**src/rtl/imuldiv_div_req_queue.sv**
```systemverilog
// Two-entry request FIFO between the multiply/divide front end and the iterative divider.
// The divide-by-zero flag is computed on entry. Optional same-cycle bypass is enabled by IMULDIV_DIVREQ_BYPASS_EN.
module imuldiv_div_req_queue (
   input  logic        clk,
   input  logic        reset,
   input  logic        enq_msg_fn,
   input  logic [31:0] enq_msg_a,
   input  logic [31:0] enq_msg_b,
   input  logic        enq_val,
   output logic        enq_rdy,
   output logic        deq_msg_fn,
   output logic [31:0] deq_msg_a,
   output logic [31:0] deq_msg_b,
   output logic        deq_msg_dbz,
   output logic        deq_val,
   input  logic        deq_rdy,
   output logic [1:0]  count
);

   typedef struct packed {
      logic        fn;
      logic [31:0] a;
      logic [31:0] b;
      logic        dbz;
   } entry_t;

   entry_t      mem_q [2];
   logic        wr_ptr_q, wr_ptr_d;
   logic        rd_ptr_q, rd_ptr_d;
   logic [1:0]  count_q, count_d;

   entry_t      enq_entry;
   entry_t      head;
   entry_t      deq_entry;
   logic        enq_fire;
   logic        wr_en;
   logic        rd_en;

   always_comb begin
      enq_entry.fn  = enq_msg_fn;
      enq_entry.a   = enq_msg_a;
      enq_entry.b   = enq_msg_b;
      enq_entry.dbz = (enq_msg_b == 32'd0);
   end

   assign head     = mem_q[rd_ptr_q];
   assign enq_rdy  = (count_q != 2'd2);
   assign enq_fire = enq_val && enq_rdy;
   assign rd_en    = (count_q != 2'd0) && deq_rdy;

`ifdef IMULDIV_DIVREQ_BYPASS_EN
   logic bypass;
   // An empty queue forwards the incoming request directly to the divider. It is stored only if the divider stalls.
   assign bypass    = (count_q == 2'd0) && enq_val;
   assign deq_val   = (count_q != 2'd0) || enq_val;
   assign deq_entry = bypass ? enq_entry : head;
   assign wr_en     = enq_fire && !(bypass && deq_rdy);
`else
   assign deq_val   = (count_q != 2'd0);
   assign deq_entry = head;
   assign wr_en     = enq_fire;
`endif

   assign deq_msg_fn  = deq_entry.fn;
   assign deq_msg_a   = deq_entry.a;
   assign deq_msg_b   = deq_entry.b;
   assign deq_msg_dbz = deq_entry.dbz;
   assign count       = count_q;

   always_comb begin
      wr_ptr_d = wr_ptr_q ^ wr_en;
      rd_ptr_d = rd_ptr_q ^ rd_en;
      count_d  = count_q;
      case ({wr_en, rd_en})
         2'b10:   count_d = count_q + 2'd1;
         2'b01:   count_d = count_q - 2'd1;
         default: count_d = count_q;
      endcase
   end

   always_ff @(posedge clk or negedge reset) begin
      if (!reset) begin
         mem_q[0] <= '0;
         mem_q[1] <= '0;
         wr_ptr_q <= 1'b0;
         rd_ptr_q <= 1'b0;
         count_q  <= 2'd0;
      end else begin
         if (wr_en) begin
            mem_q[wr_ptr_q] <= enq_entry;
         end
         wr_ptr_q <= wr_ptr_d;
         rd_ptr_q <= rd_ptr_d;
         count_q  <= count_d;
      end
   end

endmodule

```
**config.mk**
```make
export PLATFORM = sky130hd
export DESIGN_NAME = imuldiv_div_req_queue
export DESIGN_NICKNAME = d
export VERILOG_FILES = /design/src/rtl/imuldiv_div_req_queue.sv
export SDC_FILE = /design/constraint.sdc
export NUM_CORES = 1
export LEC_CHECK = 0
export BUFFER_PORTS_ARGS = -buffer_cell sky130_fd_sc_hd__buf_2
export CAP_MARGIN = 20
export CORE_UTILIZATION = 58
export DETAILED_ROUTE_END_ITERATION = 8
export PLACE_DENSITY = 0.85
export SLEW_MARGIN = 5
export SYNTH_ARGS = -nofsm -noshare
export SYNTH_HDL_FRONTEND = slang
export SYNTH_SLANG_ARGS = --single-unit
```
**constraint.sdc**
```tcl
create_clock -name clk -period 4.9 [get_ports clk]
set_clock_uncertainty 0.1 [all_clocks]
set_input_delay 0.245 -clock clk [delete_from_list [all_inputs] [get_ports clk]]
set_output_delay 0.245 -clock clk [all_outputs]
set_load 0.1 [all_outputs]
```
==> results of run 1 <==
==> layer usage <==
layer / GRT usage / up-vias
met3: 0.0768 / 18
met2: 0.438 / 132
li1: - / 1801
met5: 0 / -
met4: 0.101 / 0
met1: 0.316 / 2026
==> through the flow <==
step / hold slack [ns] / utilization
after CTS: 0.0657 / 0.804
after floorplan: -0.151 / -
final: 0.0809 / 0.807
after detailed placement: 0.365 / 0.681
after global routing: 0.0734 / 0.807
after global placement: 0.358 / 0.681
==> flip-flops by register name, indices dropped and copies added, names as in the netlist <==
signal,count
count,2
rd_ptr_q,1
wr_ptr_q,1
mem_q,132
==> worst max-delay path, stage by stage (launching register included) <==
cell,delay [ns]
dfrtp_2,1.10
buf_4,0.47
mux2_2,0.39
buf_2,0.29
==> Yosys cell counts (all sizes together) <==
cell type    n  area share
o31ai        2      0.0025
nand2b       1      0.0010
dfrtp      136        0.57
mux2       196        0.37
inv          5      0.0031
xnor2        2      0.0029
xor2         2      0.0029
or2          1      0.0010
and2         2      0.0025
nor4         8       0.013
nand4        2      0.0021
ha           3      0.0063
buf         21       0.026
nand2        2      0.0013
nor2         1     0.00062
==> final cells by class <==
cell class	instances	area [um^2]	area share
clock buffer	19	442	0.0552
clock inverter	13	105	0.0131
multi-input combinational	222	2430	0.303
sequential	136	3400	0.425
inverter	5	18.8	0.00235
timing repair buffer	212	1440	0.180
tap	133	166	0.0208
==> path summary, 6_finish.rpt <==
| check | end | cells past startpoint |
|---|---|---|
| max | deq_msg_a[16] | 3 |
| min | wr_ptr_q | 4 |
| max reg2reg | mem_q[96] | 5 |
| min reg2reg | mem_q[0] | 2 |
| max in group asynchronous | mem_q[22] | 5 |
| min in group asynchronous | mem_q[50] | 3 |
==> logic make-up after synthesis <==
kind of cell    after synthesis
buf+inv                      26
mux                         196
fa+ha+maj                     3
xor+xnor                      4
flops                       136
compound gates                2
simple gates                 17
==> results.ini, run 1 <==
[status]
outcome=completed

[critical_path]
crit_type=reg -> out
endpoint_kind=output port
cp-startpoint=rd_ptr_q
r2r_setup_slack_ns=2.19
crit_required_ns=4.55
critPathLaunchType=flip-flop
worstPathArrival_ns=2.81
path_max_fanout=45
r2r_start=count[0]

[placed_design]
place_congestion=0.728
dp_slack_ns=2.20
hpwl_um=7910
port_buffers=138
place_area_um2=6750
dp_cells=639

[logic_synthesis]
yosys.area_share.simple=0.0211
synth_compound_area_frac=0.00250
ys_warn_count=0
yosysSeqAreaShare=0.567
syn-cell-area_um2=6000
synth.area.mux_share=0.368
synth_xor_area_frac=0.00584
synth_nets=456
synth.avg_cell_area_um2=15.6
synth_cells=384
synth_top_family_by_area=multiplexers
ys_seq_elements=136
synth-adder-area-share=0.00625
post_synth_num_cell_types=20

[die]
coreArea_um2=9910
die_x_um=104
rows=36
die_h_um=104
die_area_um2=10800
start_util=0.606
ios=139

[cells_and_area]
final_area_um2=8000
nets=666
layout_common_cells=196 x mux2_2, 137 x buf_2, 135 x dfrtp_1
stdcell_count=740
antenna_cells=0
syn2layout_area_growth_pct=33.3
final_common_cell=mux2_2
nFillCells=550
final_layout_size_suffix_gt1_frac=0.631

[routing]
routed-via-count=3977
top_layer=met4
firstDrtPassIters=4
wl_met2_um=6650
final_antenna_net_count=0
drc=0
routed-wl-met3_um=713
wl_um=13100
wire_per_inst_um=17.8
drtIter0Drc=156
wl_met1_um=5610
vias_per_cell=5.37

[sta]
worst_slew_pin_slew_ns=1.11
slew_violations=0
fin_crit_ns=3.15
fin_setup_tns_ns=0
setup_ws_ns=1.75
maxSlewHeadroom=0.260
rsz0062_at_grt=false
fin_crit_sh=0.644
final-setup-viol-count=0
timing.final.hold_violations=0
timing.fmax_ghz=0.317

[clock_network]
clkTransAtPathRegs_ns=0.06
clockRootBuffer=clkbuf_8
clock_sinks=136
cts_setup_buffers=0
cts_tree=built
ctsHoldBuffers=67
htree_num_levels=4
clockBufferDepth=2
clk_latency_ns=0.52
cts-resized-gates=0
numCtsBuffers=17

[global_route]
grt_usage=0.260
grt_antenna_before_repair=0
grt_overflow=0
grt_max_degree=83
grt_pass1_wl_um=21700
grt_pass1_vias=4456

[hold_path]
hp-start=enq_val
hp-class=in -> reg

[run]
drv_cap=0

Power of run 1 is left out: the tool's default activity adds up to more than one toggle a clock period on the data nets, which glitch-free logic cannot reach.
==> inputs of run 2 (changes only) <==
--- a/config.mk
+++ b/config.mk
@@ -7,9 +7,9 @@
 export LEC_CHECK = 0
 export BUFFER_PORTS_ARGS = -buffer_cell sky130_fd_sc_hd__buf_2
 export CAP_MARGIN = 20
-export CORE_UTILIZATION = 58
+export CORE_UTILIZATION = 49
 export DETAILED_ROUTE_END_ITERATION = 8
-export PLACE_DENSITY = 0.85
+export PLACE_DENSITY = 0.77
 export SLEW_MARGIN = 5
 export SYNTH_ARGS = -nofsm -noshare
 export SYNTH_HDL_FRONTEND = slang
==> constraint.sdc (replaced) <==
create_clock -name clk -period 2.64 [get_ports clk]
set_clock_uncertainty 0.1 [all_clocks]
set_input_delay 0.132 -clock clk [delete_from_list [all_inputs] [get_ports clk]]
set_output_delay 0.132 -clock clk [all_outputs]
set_load 0.1 [all_outputs]
==> run 2 against run 1 <==
Utilization fell by 14 points. Final cell count rose by 1.8%. Sequential cell count did not move. Worst setup slack got worse by 1.3 ns. Critical path depth did not move. Highest routed layer unchanged. Count of clock-buffer cells in the layout rose by 5. Die area rose by 18%. Cell area fell by 0.39%. Register-to-register slack got worse by 1.5 ns.
==> results.ini, run 2 (same netlist as run 1, synthesis figures left out) <==
[status]
outcome=completed

[die]
ios=139  ; unchanged
die_area_um2=12700  ; +18%
rows=40  ; +11%
start_util=0.502  ; -0.104
coreArea_um2=12000  ; +21%
die_h_um=113  ; +8.6%
die_x_um=113  ; +8.6%

[sta]
slew_violations=0  ; unchanged
worst_slew_pin_slew_ns=0.665  ; -0.445 ns
fin_crit_ns=2.23
fin_crit_sh=0.846
final-setup-viol-count=0  ; unchanged
rsz0062_at_grt=false
timing.fmax_ghz=0.448
fin_setup_tns_ns=0  ; unchanged
timing.final.hold_violations=0  ; unchanged
maxSlewHeadroom=0.557  ; +0.297

[placed_design]
port_buffers=138  ; unchanged
place_area_um2=6800  ; +0.83%
place_congestion=0.752  ; +3.3%
hpwl_um=8000  ; +1.2%

[routing]
drc=0  ; unchanged
firstDrtPassIters=4  ; unchanged
routed-via-count=3884  ; -2.3%
vias_per_cell=5.16  ; -4.0%
final_antenna_net_count=0  ; unchanged
drtIter0Drc=115  ; -26%
wl_um=12400  ; -5.4%
wire_per_inst_um=16.5  ; -7.1%

[cells_and_area]
nets=668  ; +0.30%
nFillCells=897  ; +63%
antenna_cells=0  ; unchanged
layout_common_cells=196 x mux2_2, 137 x buf_2, 133 x dfrtp_1
largest_reg_flops=132  ; unchanged
syn2layout_area_growth_pct=32.8
final_common_cell=mux2_2
final_layout_size_suffix_gt1_frac=0.629  ; -0.00226
final_area_um2=7970  ; -0.39%
regMostFlops=mem_q

[global_route]
grt_antenna_before_repair=0  ; unchanged
grt_max_degree=75  ; -9.6%
grt_pass1_vias=4343  ; -2.5%
grt_overflow=0  ; unchanged
grt_usage=0.214  ; -0.0458
grt_pass1_wl_um=20900  ; -3.7%

[critical_path]
crit_required_ns=2.41  ; -2.14 ns
cp_cell_sequence=buf_4 -> mux2_2 -> buf_2
worstPathArrival_ns=2.00  ; -0.81 ns
crit_slowest_cell=buf_4
path_delay_family=buffers and inverters
critPathLaunchType=flip-flop
crit_type=reg -> out
cp_slowest_stage_delay_ns=0.49  ; -0.61 ns
crit_buf_inv=2  ; unchanged
path_max_fanout=42  ; -6.7%
endpoint_kind=output port

[clock_network]
clock_sinks=136  ; unchanged
clkTransAtPathRegs_ns=0.05  ; about the same
cts_tree=built
htree_num_levels=4  ; unchanged
clockRootBuffer=clkbuf_16
clk_latency_ns=0.41  ; -0.11 ns
numCtsBuffers=17  ; unchanged
clockBufferDepth=2  ; unchanged

[run]
drv_cap=0  ; unchanged

[hold_path]
hp-class=in -> reg

==> run 2: cell count changes in the layout (fill, tap and decap cells not counted), moves of 2 or more <==
cell and delta:
clkbuf_1 +5, clkinvlp_4 -3, clkinv_4 -2, dfrtp_2 +2, dfrtp_1 -2, clkinv_2 -2, buf_4 +3
==> run 2: final cells by class <==
cell class	instances	area, um^2	share of cell area
clock buffers	24	472	0.0592
inverters	5	18.8	0.00235
well taps	147	184	0.0231
repair buffers	214	1440	0.180
flip-flops and latches	136	3410	0.427
multi-input cells	222	2430	0.305
clock inverters	5	25.0	0.00314
==> run 2: per-layer routing <==
layer  vias up  part of all wire  track usage
li1       1800                 -            -
met1      1954              0.41        0.251
met2       105              0.52        0.369
met3        25             0.045       0.0545
met4         0             0.025        0.101
met5         -                 0            0
==> run 2: tightest hold or removal path, delay by kind of cell <==
kind	cells	cell delay, ns
simple gates	1	0.17
fa+ha+maj	1	0.16
buf+inv	2	0.10
==> run 2: final timing paths <==
| check | endpoint | slack, ns | start | depth (start not counted) |
|---|---|---|---|---|
| min | wr_ptr_q | 0.08 | enq_val | 4 |
| min reg2reg | mem_q[0] | 0.37 | mem_q[0] | 2 |
| max | deq_msg_b[22] | 0.41 | rd_ptr_q | 3 |
| max in group asynchronous | mem_q[59] | 1.46 | reset | 3 |
| max reg2reg | mem_q[109] | 0.67 | count[0] | 5 |
| min in group asynchronous | mem_q[22] | 0.20 | reset | 2 |
==> run 2: per-stage QoR <==
stage                     setup WS (ns)  utilization  hold WS (ns)  instances
after floorplan                  0.0844            -        -0.264        384
after global placement            0.721        0.569        0.0813        657
after detailed placement          0.651        0.569        0.0892        657
after CTS                         0.399        0.666        0.0807        753
after global routing              0.339        0.666         0.117        753
final                             0.407        0.666        0.0850        753
==> run 2: timing repair <==
action                                 4_1_cts  5_1_grt
hold buffers                                67        0
endpoints found under the hold margin      204        0
gates resized for setup                      0        0
setup buffers                                0        0
Power of run 2 is left out for the same reason.
==> inputs of run 3 (changes only) <==
==> constraint.sdc (replaced) <==
create_clock -name clk -period 1.8 [get_ports clk]
set_clock_uncertainty 0.1 [all_clocks]
set_input_delay 0.09 -clock clk [delete_from_list [all_inputs] [get_ports clk]]
set_output_delay 0.09 -clock clk [all_outputs]
set_load 0.1 [all_outputs]
==> run 3 against run 2 <==
The flow now finishes with violations (design-rule violations, negative setup slack). Wire length up 14%. Largest cell class unchanged. Via count up 2.3%. First-iteration DRC count up 26%. Register-to-register slack worse by 0.62 ns. Worst hold slack worse by 0.0084 ns. Die area unchanged. Critical path depth up 1. Count of clock-buffer cells in the layout up 1.
==> results.ini, run 3 (same netlist as run 1, synthesis figures left out) <==
[die]
ios=139  ; unchanged
die_h_um=113  ; unchanged
die_x_um=113  ; unchanged
rows=40  ; unchanged
die_area_um2=12700  ; unchanged
start_util=0.502  ; unchanged
coreArea_um2=12000  ; unchanged

[global_route]
grt_usage=0.238  ; +0.0232
grt_pass1_wl_um=22700  ; +8.8%
grt_overflow=0  ; unchanged
grt_antenna_before_repair=0  ; unchanged
grt_pass1_vias=4431  ; +2.0%
grt_max_degree=55  ; -27%

[routing]
drc=2  ; +2
vias_per_cell=5.22  ; +1.2%
final_antenna_net_count=0  ; unchanged
wire_per_inst_um=18.6  ; +13%
routed-via-count=3974  ; +2.3%
drtIter0Drc=145  ; +26%
firstDrtPassIters=6  ; +2
wl_um=14200  ; +14%

[sta]
timing.fmax_ghz=0.536
rsz0062_at_grt=true
setup_ws_ns=-0.0652  ; -0.472 ns
fin_crit_ns=1.87
final-setup-viol-count=64  ; +64
maxSlewHeadroom=0.670  ; +0.114
worst_slew_pin_slew_ns=0.498  ; -0.167 ns
timing.final.hold_violations=0  ; unchanged
slew_violations=0  ; unchanged
finalHoldWorstSlack_ns=0.0766  ; -0.00841 ns
fin_crit_sh=1.04

[clock_network]
htree_num_levels=4  ; unchanged
clkTransAtPathRegs_ns=0.05  ; about the same
clock_sinks=136  ; unchanged
numCtsBuffers=17  ; unchanged
cts_tree=built
clockBufferDepth=2  ; unchanged
clockRootBuffer=clkbuf_16
clk_latency_ns=0.42  ; about the same

[critical_path]
crit_type=reg -> out
crit_required_ns=1.61  ; -0.80 ns
endpoint_kind=output port
worstPathArrival_ns=1.68  ; -0.32 ns
critPathLaunchType=flip-flop
path_max_fanout=16  ; -62%

[run]
drv_cap=0  ; unchanged

[status]
violations=design-rule violations, negative setup slack
outcome=finished with violations

[cells_and_area]
largest_reg_flops=132  ; unchanged
nFillCells=742  ; -17%
final_common_cell=mux2_2
final_layout_size_suffix_gt1_frac=0.632  ; +0.00321
final_util=0.728  ; +0.0612
regMostFlops=mem_q
stdcell_count=761  ; +1.1%
syn2layout_area_growth_pct=45.0
final_area_um2=8700  ; +9.2%
layout_common_cells=193 x mux2_2, 133 x dfrtp_1, 71 x buf_2
antenna_cells=0  ; unchanged
seqCellArea_um2=3410  ; +0.15%
nets=675  ; +1.0%
multi_input_area_um2=2480  ; +2.2%

[placed_design]
port_buffers=138  ; unchanged
dp_cells=661  ; +0.61%
hpwl_um=8360  ; +4.4%
place_congestion=0.828  ; +10%
place_area_um2=7060  ; +3.8%

[hold_path]
hp-class=in -> async

==> run 3: cell count changes in the layout (fill, tap and decap cells not counted), moves of 3 or more <==
cell	delta
ha_4	+3
buf_2	-66
mux2_4	+3
mux2_2	-3
buf_12	+15
buf_4	-5
buf_6	+61
==> run 3: layer usage <==
metal | vias to the layer above | GRT usage | part of all wire | routed length, um
met5 | - | 0 | 0 | 0
met3 | 39 | 0.0632 | 0.041 | 578
met1 | 2003 | 0.284 | 0.41 | 5810
met4 | 0 | 0.132 | 0.035 | 490
li1 | 1823 | - | - | -
met2 | 109 | 0.391 | 0.51 | 7290
==> run 3: metrics by stage <==
step / worst slack (ns) / TNS (ns)
after floorplan: -0.398 / -48.88
after global placement: 0.104 / 0
after detailed placement: 0.0601 / 0
after CTS: -0.0576 / -1.92
after global routing: -0.101 / -5.18
final: -0.0652 / -2.23
==> run 3: what timing repair did <==
item | in CTS | in global routing
endpoints found under the setup margin | 66 | 74
endpoints found under the hold margin | 270 | 0
hold buffers | 68 | 0
setup buffers | 0 | 1
resized for setup | 122 | 4
pin swaps | 0 | 0
cloned | 0 | 1
==> run 3: critical path: stages, from the launching register on <==
cell and delay (ns):
dfrtp_2 0.40, buf_12 0.12, clkbuf_16 0.18, mux2_2 0.36, buf_6 0.19
==> run 3: layout make-up <==
type,count,area share
Clock buffer,25,0.0535
Clock inverter,5,0.00575
Inverter,5,0.00216
Multi-Input combinational cell,222,0.285
Sequential cell,136,0.392
Tap cell,147,0.0211
Timing Repair Buffer,221,0.240
==> run 3: worst paths after layout <==
kind                          startpoint            end  slack (ns)  cells past startpoint
max in group asynchronous          reset     mem_q[131]        0.87                      3
min reg2reg                     mem_q[0]       mem_q[0]        0.38                      2
max reg2reg                     count[1]      mem_q[51]        0.05                      5
min in group clk           enq_msg_a[18]     mem_q[117]        0.35                      3
min                                reset      mem_q[92]        0.08                      2
max                             rd_ptr_q  deq_msg_a[13]       -0.07                      4
Power of run 3 is left out for the same reason.
